<file path="src/rtl/baccarat_pkg.sv">
// baccarat_pkg: card/state types and baccarat scoring helpers
package baccarat_pkg;
  localparam int CARD_W = 4;
  localparam int MAX_CARD = 13;
  typedef logic [CARD_W-1:0] card_t;
  localparam card_t CARD_EMPTY = '0;
  typedef enum logic [3:0] {S_P1, S_D1, S_P2, S_D2, S_EVAL, S_P3, S_EVAL3, S_D3, S_DONE} state_t;
  function automatic logic card_legal(card_t c);
    return c != CARD_EMPTY && c <= card_t'(MAX_CARD);
  endfunction
  function automatic logic [3:0] card_value(card_t c);
    return (c != CARD_EMPTY && c <= card_t'(9)) ? 4'(c) : 4'd0;
  endfunction
  function automatic logic [3:0] add_mod10(logic [3:0] a, logic [3:0] b);
    logic [4:0] s;
    s = {1'b0, a} + {1'b0, b};
    return s >= 5'd10 ? 4'(s - 5'd10) : s[3:0];
  endfunction
  function automatic logic banker_draws(logic [3:0] ds, logic [3:0] v);
    return ds <= 4'd2 || (ds == 4'd3 && v != 4'd8) || (ds == 4'd4 && v >= 4'd2 && v <= 4'd7) ||
           (ds == 4'd5 && v >= 4'd4 && v <= 4'd7) || (ds == 4'd6 && v >= 4'd6 && v <= 4'd7);
  endfunction
endpackage

</file>
<file path="src/rtl/card_score.sv">
// card_score: mod-10 baccarat score of a three-card hand
module card_score
  import baccarat_pkg::*;
(
  input  logic [CARD_W-1:0] c1,
  input  logic [CARD_W-1:0] c2,
  input  logic [CARD_W-1:0] c3,
  output logic [3:0]        score
);
  assign score = add_mod10(add_mod10(card_value(c1), card_value(c2)), card_value(c3));
endmodule

</file>
<file path="src/rtl/baccarat_dealer.sv">
// baccarat_dealer: deals player/banker hands from a card stream, applies
// third-card rules and reports scores and winner.
module baccarat_dealer
  import baccarat_pkg::*;
(
  input  logic              fast_clk,
  input  logic              rst_n,
  input  logic [CARD_W-1:0] new_card,
  input  logic              step,
  output logic [CARD_W-1:0] pcard1,
  output logic [CARD_W-1:0] pcard2,
  output logic [CARD_W-1:0] pcard3,
  output logic [CARD_W-1:0] dcard1,
  output logic [CARD_W-1:0] dcard2,
  output logic [CARD_W-1:0] dcard3,
  output logic [3:0]        pscore,
  output logic [3:0]        dscore,
  output logic              player_win,
  output logic              dealer_win,
  output logic              done,
  output logic              card_err
);
  state_t state, next;
  logic dealing, deal, natural;
  logic [3:0] ds_final;

  card_score u_pscore (.c1(pcard1), .c2(pcard2), .c3(pcard3), .score(pscore));
  card_score u_dscore (.c1(dcard1), .c2(dcard2), .c3(dcard3), .score(dscore));

  assign dealing = state inside {S_P1, S_D1, S_P2, S_D2, S_P3, S_D3};
  assign deal = dealing && step && card_legal(new_card);
  assign natural = pscore >= 4'd8 || dscore >= 4'd8;
  // Finishing from S_D3 must judge with the card being latched on that same edge
  assign ds_final = state == S_D3 ? add_mod10(dscore, card_value(new_card)) : dscore;

  always_comb begin
    next = state;
    case (state)
      S_P1:    next = deal ? S_D1 : S_P1;
      S_D1:    next = deal ? S_P2 : S_D1;
      S_P2:    next = deal ? S_D2 : S_P2;
      S_D2:    next = deal ? S_EVAL : S_D2;
      S_EVAL:  next = natural ? S_DONE : pscore <= 4'd5 ? S_P3 : dscore <= 4'd5 ? S_D3 : S_DONE;
      S_P3:    next = deal ? S_EVAL3 : S_P3;
      S_EVAL3: next = banker_draws(dscore, card_value(pcard3)) ? S_D3 : S_DONE;
      S_D3:    next = deal ? S_DONE : S_D3;
      S_DONE:  next = step ? S_P1 : S_DONE;
      default: next = S_P1;
    endcase
  end

  always_ff @(posedge fast_clk or negedge rst_n) begin
    if (!rst_n) begin
      state <= S_P1;
      {pcard1, pcard2, pcard3, dcard1, dcard2, dcard3} <= '0;
      {player_win, dealer_win, done, card_err} <= '0;
    end else begin
      state <= next;
      card_err <= dealing && step && !card_legal(new_card);
      if (state == S_DONE && step) begin
        {pcard1, pcard2, pcard3, dcard1, dcard2, dcard3} <= '0;
        {player_win, dealer_win, done} <= '0;
      end else if (state != S_DONE && next == S_DONE) begin
        done <= 1'b1;
        player_win <= pscore >= ds_final;
        dealer_win <= ds_final >= pscore;
      end
      if (deal)
        case (state)
          S_P1:    pcard1 <= new_card;
          S_D1:    dcard1 <= new_card;
          S_P2:    pcard2 <= new_card;
          S_D2:    dcard2 <= new_card;
          S_P3:    pcard3 <= new_card;
          S_D3:    dcard3 <= new_card;
          default: ;
        endcase
    end
  end
endmodule

</file>
<file path="config.mk">
export PLATFORM = sky130hd
export DESIGN_NAME = baccarat_dealer
export DESIGN_NICKNAME = d
export VERILOG_FILES = /design/src/rtl/baccarat_pkg.sv /design/src/rtl/card_score.sv /design/src/rtl/baccarat_dealer.sv
export SDC_FILE = /design/constraint.sdc
export NUM_CORES = 1
export LEC_CHECK = 0
export ABC_AREA = 0
export CAP_MARGIN = 5
export CORE_MARGIN = 2
export CORE_UTILIZATION = 35
export DETAILED_ROUTE_END_ITERATION = 7
export DONT_BUFFER_PORTS = 1
export GPL_ROUTABILITY_DRIVEN = 0
export SLEW_MARGIN = 20
export SYNTH_ARGS = -nofsm -noshare
export SYNTH_HDL_FRONTEND = slang
export SYNTH_SLANG_ARGS = --single-unit
</file>
<file path="constraint.sdc">
create_clock -name fast_clk -period 24.8 [get_ports fast_clk]
set_input_delay 2.48 -clock fast_clk [delete_from_list [all_inputs] [get_ports fast_clk]]
set_output_delay 2.48 -clock fast_clk [all_outputs]
set_load 0.005 [all_outputs]
</file>
==> summary.txt, run 1 <==
Yosys
  – Cell variety after synth: 57
  – Synthesis Warnings: 0
  – Post-synthesis mux area share: 0.0322
  – Xor/xnor share of the synthesized area: 0.0419
  – EDFF count, synth: 0
  – Yosys reg bits: 32
  – Main combinational cell family by area after synthesis: simple AND/OR/NAND/NOR gates
  – Post-Synth Simple-Gate Area: 0.267
  – Avg Cell Area, Syn: 8.36 um^2
  – Post-synthesis cell area: 3110 um^2
  – Most used DFF post-synth: dfrtp_1
  – Syn_nets: 413
  – Complex-gate fraction of the synthesized area: 0.205
  – Adder-Cell Fraction of Synth Area: 0.146
  – Syn Inst Count: 372
  – Async SR Flop Fraction: 1.00
  – Sequential share of the synthesized area: 0.258

Placed design
  – Dpl ws: 15,860 ps
  – Hpwl dp: 6120 um
  – Port-buffer cells: 0
  – Placed cell count: 472

CTS
  – CTS max path bufs: 2
  – Post-CTS Setup Bufs: 0
  – CTS tree: built
  – Latest clock arrival within the worst-skew pair: 290 ps
  – Clock Pin Slew Worst Setup and Hold Paths: 80 ps
  – Post-cts sizing count: 0
  – CTS root buffer: clkbuf_8
  – Hold-fix buffers, CTS: 0
  – CTS H-tree lvls: 2
  – Total clock buffers created by CTS: 5
  – CTS Sinks: 32

Cells and area
  – Multi-input logic area: 2150 um^2
  – Non-filler instance count after layout: 480
  – Layout cell share with drive strength beyond 1: 0.0618
  – Register area: 801 um^2
  – Diodes inserted: 0
  – P&R area growth vs syn: 6.72%
  – Total Nets Final: 412
  – Fill cells: 936

Timing
  – Total negative slack: 0 ps
  – Max Freq: 111 MHz
  – Worst clock skew: 10.1 ps
  – Final worst slack: 15,770 ps
  – Slew HR: 0.521
  – Fin. Hold Viols: 0
  – Setup-failing EPs final: 0
  – Final period util: 0.364
  – Min cycle time layout: 9030 ps
  – RSZ-0062 raised after global routing: no
  – Worst Tran Pin Value: 699 ps
  – Max Slew Vio Count: 0

Die
  – Initial core utilization: 0.358
  – DIE AREA: 9650 um^2
  – Core region area: 8680 um^2
  – Die width: 98.3 um
  – Height of the die: 98.3 um
  – IO Pins: 43
  – Site Rows: 34

Drt
  – Routed Antenna Nets: 0
  – Drt pass-1 iters: 4
  – Max layer used: met4
  – DRC violations left: 0
  – WL final: 7780 um
  – Met1 wire length: 3640 um
  – 1st-iter DRT viols: 184
  – Via count: 2,736
  – Drt via density: 5.70
  – Wire length on met2: 3490 um
  – WL/cell: 16.2 um
  – Met3 routed WL: 511 um

Critical path
  – Worst setup path start: dcard1[3]
  – Cell mode on critical path: ha_1
  – Crit Path Category: reg -> reg
  – Worst endpoint required time: 24,960 ps
  – Crit. End Element: flip-flop
  – RR Startpoint: dcard1[3]
  – CP startpoint kind: flip-flop
  – Critical Path Max Stage Delay: 510 ps
  – WP data arrival: 9180 ps
  – Max stage delay cell, worst path: or4_1
  – Crit-path max FO: 6

Run
  – Max-Cap Viols: 0

Status
  – Status: completed

Global route
  – Wire length of the first global-routing pass: 13,200 um
  – Total GRT Usage: 0.164
  – Largest net degree at the start of global routing: 33
  – Initial antenna violation count: 0
  – GRT overflow: 0
  – Vias in the first global route: 2,698

Min path
  – Hold Startpoint: done
  – Hold Path Class: reg -> reg
## registers in the layout (all words and copies together), names as in the netlist
signal,flops
dcard1,4
player_win,1
state,4
dealer_win,1
pcard3,4
done,1
card_err,1
pcard2,4
pcard1,4
dcard2,4
dcard3,4
## per-layer routing
metal | vias to the layer above | GRT usage
met1 | 1293 | 0.222
met4 | 0 | 0.0411
li1 | 1351 | -
met3 | 15 | 0.0437
met2 | 77 | 0.263
met5 | - | 0
## metrics by stage
stage / area, um^2 / hold WS (ps) / utilization
after floorplan: 3110 / 471 / -
after global placement: 3190 / 529 / 0.368
after detailed placement: 3210 / 533 / 0.370
after CTS: 3320 / 556 / 0.382
after global routing: 3320 / 584 / 0.382
final: 3320 / 545 / 0.382
## logic make-up (layout without fill, tap and decap cells)
kind of cell	after synthesis	after routing
adder cells (fa/ha/maj)	34	34
AND/OR/NAND/NOR	144	144
XOR/XNOR	14	14
multiplexers	10	10
AO/OA/AOI/OAI	102	102
buffers and inverters	36	36
flip-flops	32	32
## critical path, delay by kind of cell, from the launching register on
kind / cells / cell delay, ps
adder cells (fa/ha/maj): 8 / 2380
multiplexers: 2 / 150
buffers and inverters: 3 / 390
AO/OA/AOI/OAI: 12 / 2690
flip-flops: 1 / 440
XOR/XNOR: 5 / 1240
AND/OR/NAND/NOR: 9 / 1600
## layout make-up
type | count | share of cell area
inverter | 27 | 0.0305
clock buffer | 5 | 0.0207
multi-input combinational | 304 | 0.649
clock inverter | 3 | 0.0128
tap | 108 | 0.0407
sequential | 32 | 0.241
timing repair buffer | 1 | 0.00452
## cells in the final DEF, fill, tap and decap left out, drive strengths merged, types with 3 or more instances in the layout
cell    synthesis  routed
o21ai          39      39
nand3          32      32
dfrtp          32      32
ha             30      30
inv            27      27
a21oi          22      22
nand2          20      20
nor2b          20      20
nor2           16      16
nor3           13      13
xnor2          12      12
mux2i          10      10
a21o           10      10
and2            8       8
nor3b           7       7
nand2b          7       7
nand3b          5       5
clkbuf          8       5
a31oi           4       4
fa              4       4
o41ai           3       3
o31ai           3       3
## cells in the mapped netlist, types with 3 or more instances
master | count | area share
a21o_1 | 8 | 0.019
xnor2_1 | 11 | 0.031
a21oi_1 | 22 | 0.035
nor2b_1 | 19 | 0.038
mux2i_1 | 10 | 0.032
fa_1 | 4 | 0.026
clkbuf_1 | 6 | 0.0072
nand3_1 | 32 | 0.052
nand3b_1 | 5 | 0.012
nor3_1 | 12 | 0.019
ha_1 | 30 | 0.12
o21ai_0 | 39 | 0.063
nand2_1 | 20 | 0.024
nor2_1 | 16 | 0.019
dfrtp_1 | 32 | 0.26
o41ai_1 | 3 | 0.0085
inv_1 | 27 | 0.033
nand2b_1 | 6 | 0.012
nor3b_1 | 7 | 0.017
a31oi_1 | 4 | 0.0080
and2_1 | 8 | 0.016
## worst paths after layout
check	end	slack (ps)	cells past startpoint
max in group asynchronous	dcard1[3]	22830	0
hold / removal	done	540	2
min in group asynchronous	dcard3[2]	1880	0
hold reg to reg	done	540	2
setup reg to reg	dealer_win	15770	39
setup / recovery	dealer_win	15770	39
Power of run 1 is not shown: default switching activity piles up to over one toggle a cycle in this logic, so the estimate is an artifact.
==> run 2: changes to the inputs <==
Clock period 24.8 ns to 7.9 ns, I/O delays scaled along.
==> summary.txt, run 2 (same netlist as run 1, synthesis figures left out) <==
Drt
  – Routed Antenna Nets: 0 (unchanged)
  – Via count: 2,796 (+2.2%)
  – WL final: 7880 um (+1.2%)
  – Drt via density: 5.51 (-3.2%)
  – 1st-iter DRT viols: 221 (+20%)
  – Drt pass-1 iters: 5 (+1)
  – DRC violations left: 0 (unchanged)
  – WL/cell: 15.5 um (-4.2%)

Critical path
  – RR Startpoint: dcard2[0]
  – Worst setup path start: dcard2[0]
  – CP startpoint kind: flip-flop
  – Crit. End Element: flip-flop
  – Crit-path max FO: 5 (-1)
  – Worst endpoint required time: 8040 ps (-16,920 ps)
  – WP data arrival: 7780 ps (-1400 ps)
  – Critical Path End: dealer_win
  – Worst r2r path cells: 37 (-5.1%)
  – Max stage delay cell, worst path: or4_1
  – Critical Path Max Stage Delay: 510 ps (about the same)
  – RR Endpoint: dealer_win
  – Crit Path Category: reg -> reg
  – Setup slack, reg-to-reg: 260 ps (-15,510 ps)

Placed design
  – Port-buffer cells: 0 (unchanged)
  – Dpl ws: -223 ps (-16,080 ps)
  – Hpwl dp: 5960 um (-2.5%)

Cells and area
  – Diodes inserted: 0 (unchanged)
  – Multi-input logic area: 2230 um^2 (+3.5%)
  – Layout cell share with drive strength beyond 1: 0.158 (+0.0961)
  – Fill cells: 891 (-4.8%)
  – Most frequent cells in the layout: o21ai_0, nand3_1, dfrtp_1, buf_4, inv_1
  – P&R area growth vs syn: 14.7%
  – Total Nets Final: 439 (+6.6%)
  – Commonest non-fill, non-tap cell in the layout: o21ai_0
  – Register area: 801 um^2 (unchanged)

Die
  – IO Pins: 43 (unchanged)
  – Site Rows: 34 (unchanged)
  – Core region area: 8680 um^2 (unchanged)
  – Height of the die: 98.3 um (unchanged)
  – Initial core utilization: 0.358 (unchanged)
  – Die width: 98.3 um (unchanged)
  – DIE AREA: 9650 um^2 (unchanged)

Timing
  – Fin. Hold Viols: 0 (unchanged)
  – Worst clock skew: 5.25 ps (-4.80 ps)
  – Max Slew Vio Count: 0 (unchanged)
  – Slew HR: 0.493 (-0.0280)
  – Final period util: 0.967 (+0.603)
  – Min cycle time layout: 7640 ps (-1390 ps)
  – Max Freq: 131 MHz (+18%)
  – Final worst slack: 263 ps (-15,510 ps)
  – Worst Tran Pin Value: 740 ps (+40.8 ps)
  – Setup-failing EPs final: 0 (unchanged)

CTS
  – Clock Pin Slew Worst Setup and Hold Paths: 60 ps (-20 ps)
  – CTS tree: built
  – CTS root buffer: clkbuf_8
  – CTS Sinks: 32 (unchanged)
  – CTS max path bufs: 2 (unchanged)
  – CTS H-tree lvls: 2 (unchanged)
  – Latest clock arrival within the worst-skew pair: 280 ps (about the same)
  – Total clock buffers created by CTS: 5 (unchanged)

Global route
  – Total GRT Usage: 0.158 (-0.00644)
  – Initial antenna violation count: 0 (unchanged)
  – Vias in the first global route: 2,600 (-3.6%)
  – Wire length of the first global-routing pass: 12,700 um (-4.1%)
  – GRT overflow: 0 (unchanged)
  – Largest net degree at the start of global routing: 33 (unchanged)

Status
  – Status: completed

Min path
  – Hold Path Class: in -> async

Run
  – Max-Cap Viols: 0 (unchanged)
run 2: final cells by class:
cell class / count / share of cell area
clock buffers: 8 / 0.0253
multi-input cells: 304 / 0.625
repair buffers: 28 / 0.0589
inverters: 27 / 0.0284
well taps: 108 / 0.0379
flip-flops and latches: 32 / 0.224
run 2: worst max-delay path, delay by kind of cell (launching register included):
family	cells	cell delay [ps]
and+or+nand+nor	9	1530
AOI/OAI and AO/OA	10	2200
buffers and inverters	4	360
DFF	1	410
adders and majority gates	8	2070
xor gates and xnor gates	5	870
muxes	1	60
run 2: what timing repair did:
| action | CTS | global route |
|---|---|---|
| endpoints found under the setup margin | 2 | 2 |
| gates cloned | 0 | 0 |
| pin swaps | 2 | 12 |
| buffers inserted | 1 | 10 |
| gates resized for setup | 7 | 13 |
| endpoints found under the hold margin | 0 | 0 |
| hold buffers | 0 | 0 |
run 2: worst min path at each step:
| stage | depth (start not counted) | slack, ps | to |
|---|---|---|---|
| final | 0 | 200 | pcard1[0] |
| after global placement | 0 | 500 | dcard2[0] |
| after detailed placement | 0 | 500 | dcard2[0] |
| after global routing | 0 | 180 | pcard1[2] |
| after CTS | 0 | 190 | pcard1[2] |
| after floorplan | 2 | 470 | done |
run 2: stage by stage:
step / instance area [um^2] / hold WS (ps) / TNS [ps] / cells / utilization
after floorplan: 3110 / 471 / 0 / 372 / -
after CTS: 3450 / 192 / 0 / 497 / 0.397
after global placement: 3320 / 495 / 0 / 488 / 0.382
after detailed placement: 3320 / 495 / -363 / 488 / 0.382
after global routing: 3570 / 182 / -100 / 507 / 0.411
final: 3570 / 204 / 0 / 507 / 0.411
run 2: per-layer routing:
layer | share of wire | global-route usage
met2 | 0.48 | 0.254
met5 | 0 | 0
met1 | 0.46 | 0.220
met3 | 0.054 | 0.0394
met4 | 0.0028 | 0.0253
Power of run 2 is left out for the same reason.
==> run 3: changes to the inputs <==
Settings changed: CORE_MARGIN 2 to 3, SKIP_LAST_GASP set to 1.
==> summary.txt, run 3 (same netlist as run 1, synthesis figures left out) <==
Cells and area
  – Total Nets Final: 442 (+0.68%)
  – Diodes inserted: 0 (unchanged)
  – Most frequent cells in the layout: o21ai_0, dfrtp_1, nand3_1, buf_4
  – Commonest non-fill, non-tap cell in the layout: o21ai_0
  – Layout cell share with drive strength beyond 1: 0.185 (+0.0266)
  – Non-filler instance count after layout: 506 (-0.20%)
  – Fill cells: 848 (-4.8%)
  – P&R area growth vs syn: 17.7%

Critical path
  – WP data arrival: 7820 ps (+40 ps)
  – Crit-path max FO: 5 (unchanged)
  – Top Family by Delay on Critical Path: compound AO/OA/AOI/OAI gates
  – Cell mode on critical path: xnor2_2
  – Worst endpoint required time: 8050 ps (about the same)
  – CP startpoint kind: flip-flop
  – CP Buf/Inv Count: 4 (unchanged)
  – Critical Path Max Stage Delay: 520 ps (about the same)
  – Crit Path Category: reg -> reg
  – Max stage delay cell, worst path: or4_1
  – Crit. End Element: flip-flop

Global route
  – Initial antenna violation count: 0 (unchanged)
  – Busiest grt layer: met2
  – Vias in the first global route: 2,665 (+2.5%)
  – Total GRT Usage: 0.159 (+0.00137)
  – Largest net degree at the start of global routing: 33 (unchanged)
  – Met3 usage: 0.0452 (+0.00580)
  – GRT overflow: 0 (unchanged)
  – Met2 Resource Use GR: 0.253 (-0.000639)
  – Met1 Usage GRT: 0.219 (-0.00138)
  – Wire length of the first global-routing pass: 13,100 um (+2.9%)

Placed design
  – Hpwl dp: 6050 um (+1.5%)
  – Placed cell count: 486 (-0.41%)
  – Port-buffer cells: 0 (unchanged)

Timing
  – Worst Tran Pin Value: 764 ps (+24.6 ps)
  – Setup-failing EPs final: 0 (unchanged)
  – Min cycle time layout: 7670 ps (+37.2 ps)
  – Fin. Hold Viols: 0 (unchanged)
  – Total negative slack: 0 ps (unchanged)
  – RSZ-0062 raised after global routing: yes
  – Slew HR: 0.488 (-0.00500)
  – Max Slew Vio Count: 0 (unchanged)
  – Max Freq: 130 MHz (-0.48%)
  – Worst clock skew: 6.73 ps (+1.48 ps)
  – Hold slack final: 199 ps (-4.58 ps)
  – Final period util: 0.971 (+0.00471)

CTS
  – Clock Pin Slew Worst Setup and Hold Paths: 70 ps (about the same)
  – CTS max path bufs: 2 (unchanged)
  – Latest clock arrival within the worst-skew pair: 280 ps (about the same)
  – CTS Sinks: 32 (unchanged)
  – CTS root buffer: clkbuf_8
  – CTS H-tree lvls: 2 (unchanged)
  – CTS tree: built
  – Total clock buffers created by CTS: 5 (unchanged)

Die
  – Core region area: 8420 um^2 (-2.9%)
  – DIE AREA: 10,100 um^2 (+4.1%)
  – Die width: 100 um (+2.0%)
  – Site Rows: 33 (-2.9%)
  – IO Pins: 43 (unchanged)
  – Height of the die: 100 um (+2.0%)
  – Initial core utilization: 0.369 (+0.0109)

Min path
  – Hold Path Class: in -> async

Status
  – Status: completed

Drt
  – Drt pass-1 iters: 4 (-1)
  – WL/cell: 16.3 um (+4.7%)
  – Drt via density: 5.54 (+0.52%)
  – Routed Antenna Nets: 0 (unchanged)
  – Via count: 2,805 (+0.32%)
  – 1st-iter DRT viols: 192 (-13%)
  – WL final: 8230 um (+4.5%)
  – DRC violations left: 0 (unchanged)

Run
  – Max-Cap Viols: 0 (unchanged)
run 3: cell type report:
class	instances	area, um^2	share of cell area
timing repair buffer	31	236	0.0646
clock buffer	7	96.3	0.0263
sequential	32	801	0.219
tap	105	131	0.0359
inverter	27	101	0.0277
multi-input combinational	304	2290	0.627
run 3: repair_timing:
item,4_1_cts,5_1_grt
gates resized for setup,5,27
pin swaps,1,24
setup buffers,0,12
setup endpoints to repair,2,2
hold buffers,0,0
run 3: layer usage:
| layer | wire (um) | part of all wire |
|---|---|---|
| met4 | 59 | 0.0072 |
| met1 | 3860 | 0.47 |
| met3 | 525 | 0.064 |
| met2 | 3790 | 0.46 |
| met5 | 0 | 0 |
run 3: path summary, 6_finish.rpt:
check,start,to,slack [ps],depth (start not counted)
max in group asynchronous,rst_n,pcard1[0],7620,0
setup / recovery,dcard1[0],dealer_win,230,39
hold reg to reg,done,done,550,2
setup reg to reg,dcard1[0],dealer_win,230,39
min in group fast_clk,done,done,550,2
hold / removal,rst_n,state[1],200,0
run 3: through the flow:
step                instance area [um^2]  utilization  worst slack [ps]
detailed placement                  3320        0.395              -230
global route                        3660        0.434              -130
CTS                                 3440        0.409              15.0
finish                              3660        0.434               225
global placement                    3320        0.395             -27.0
floorplan                           3110            -              10.6
Power of run 3 is left out for the same reason.
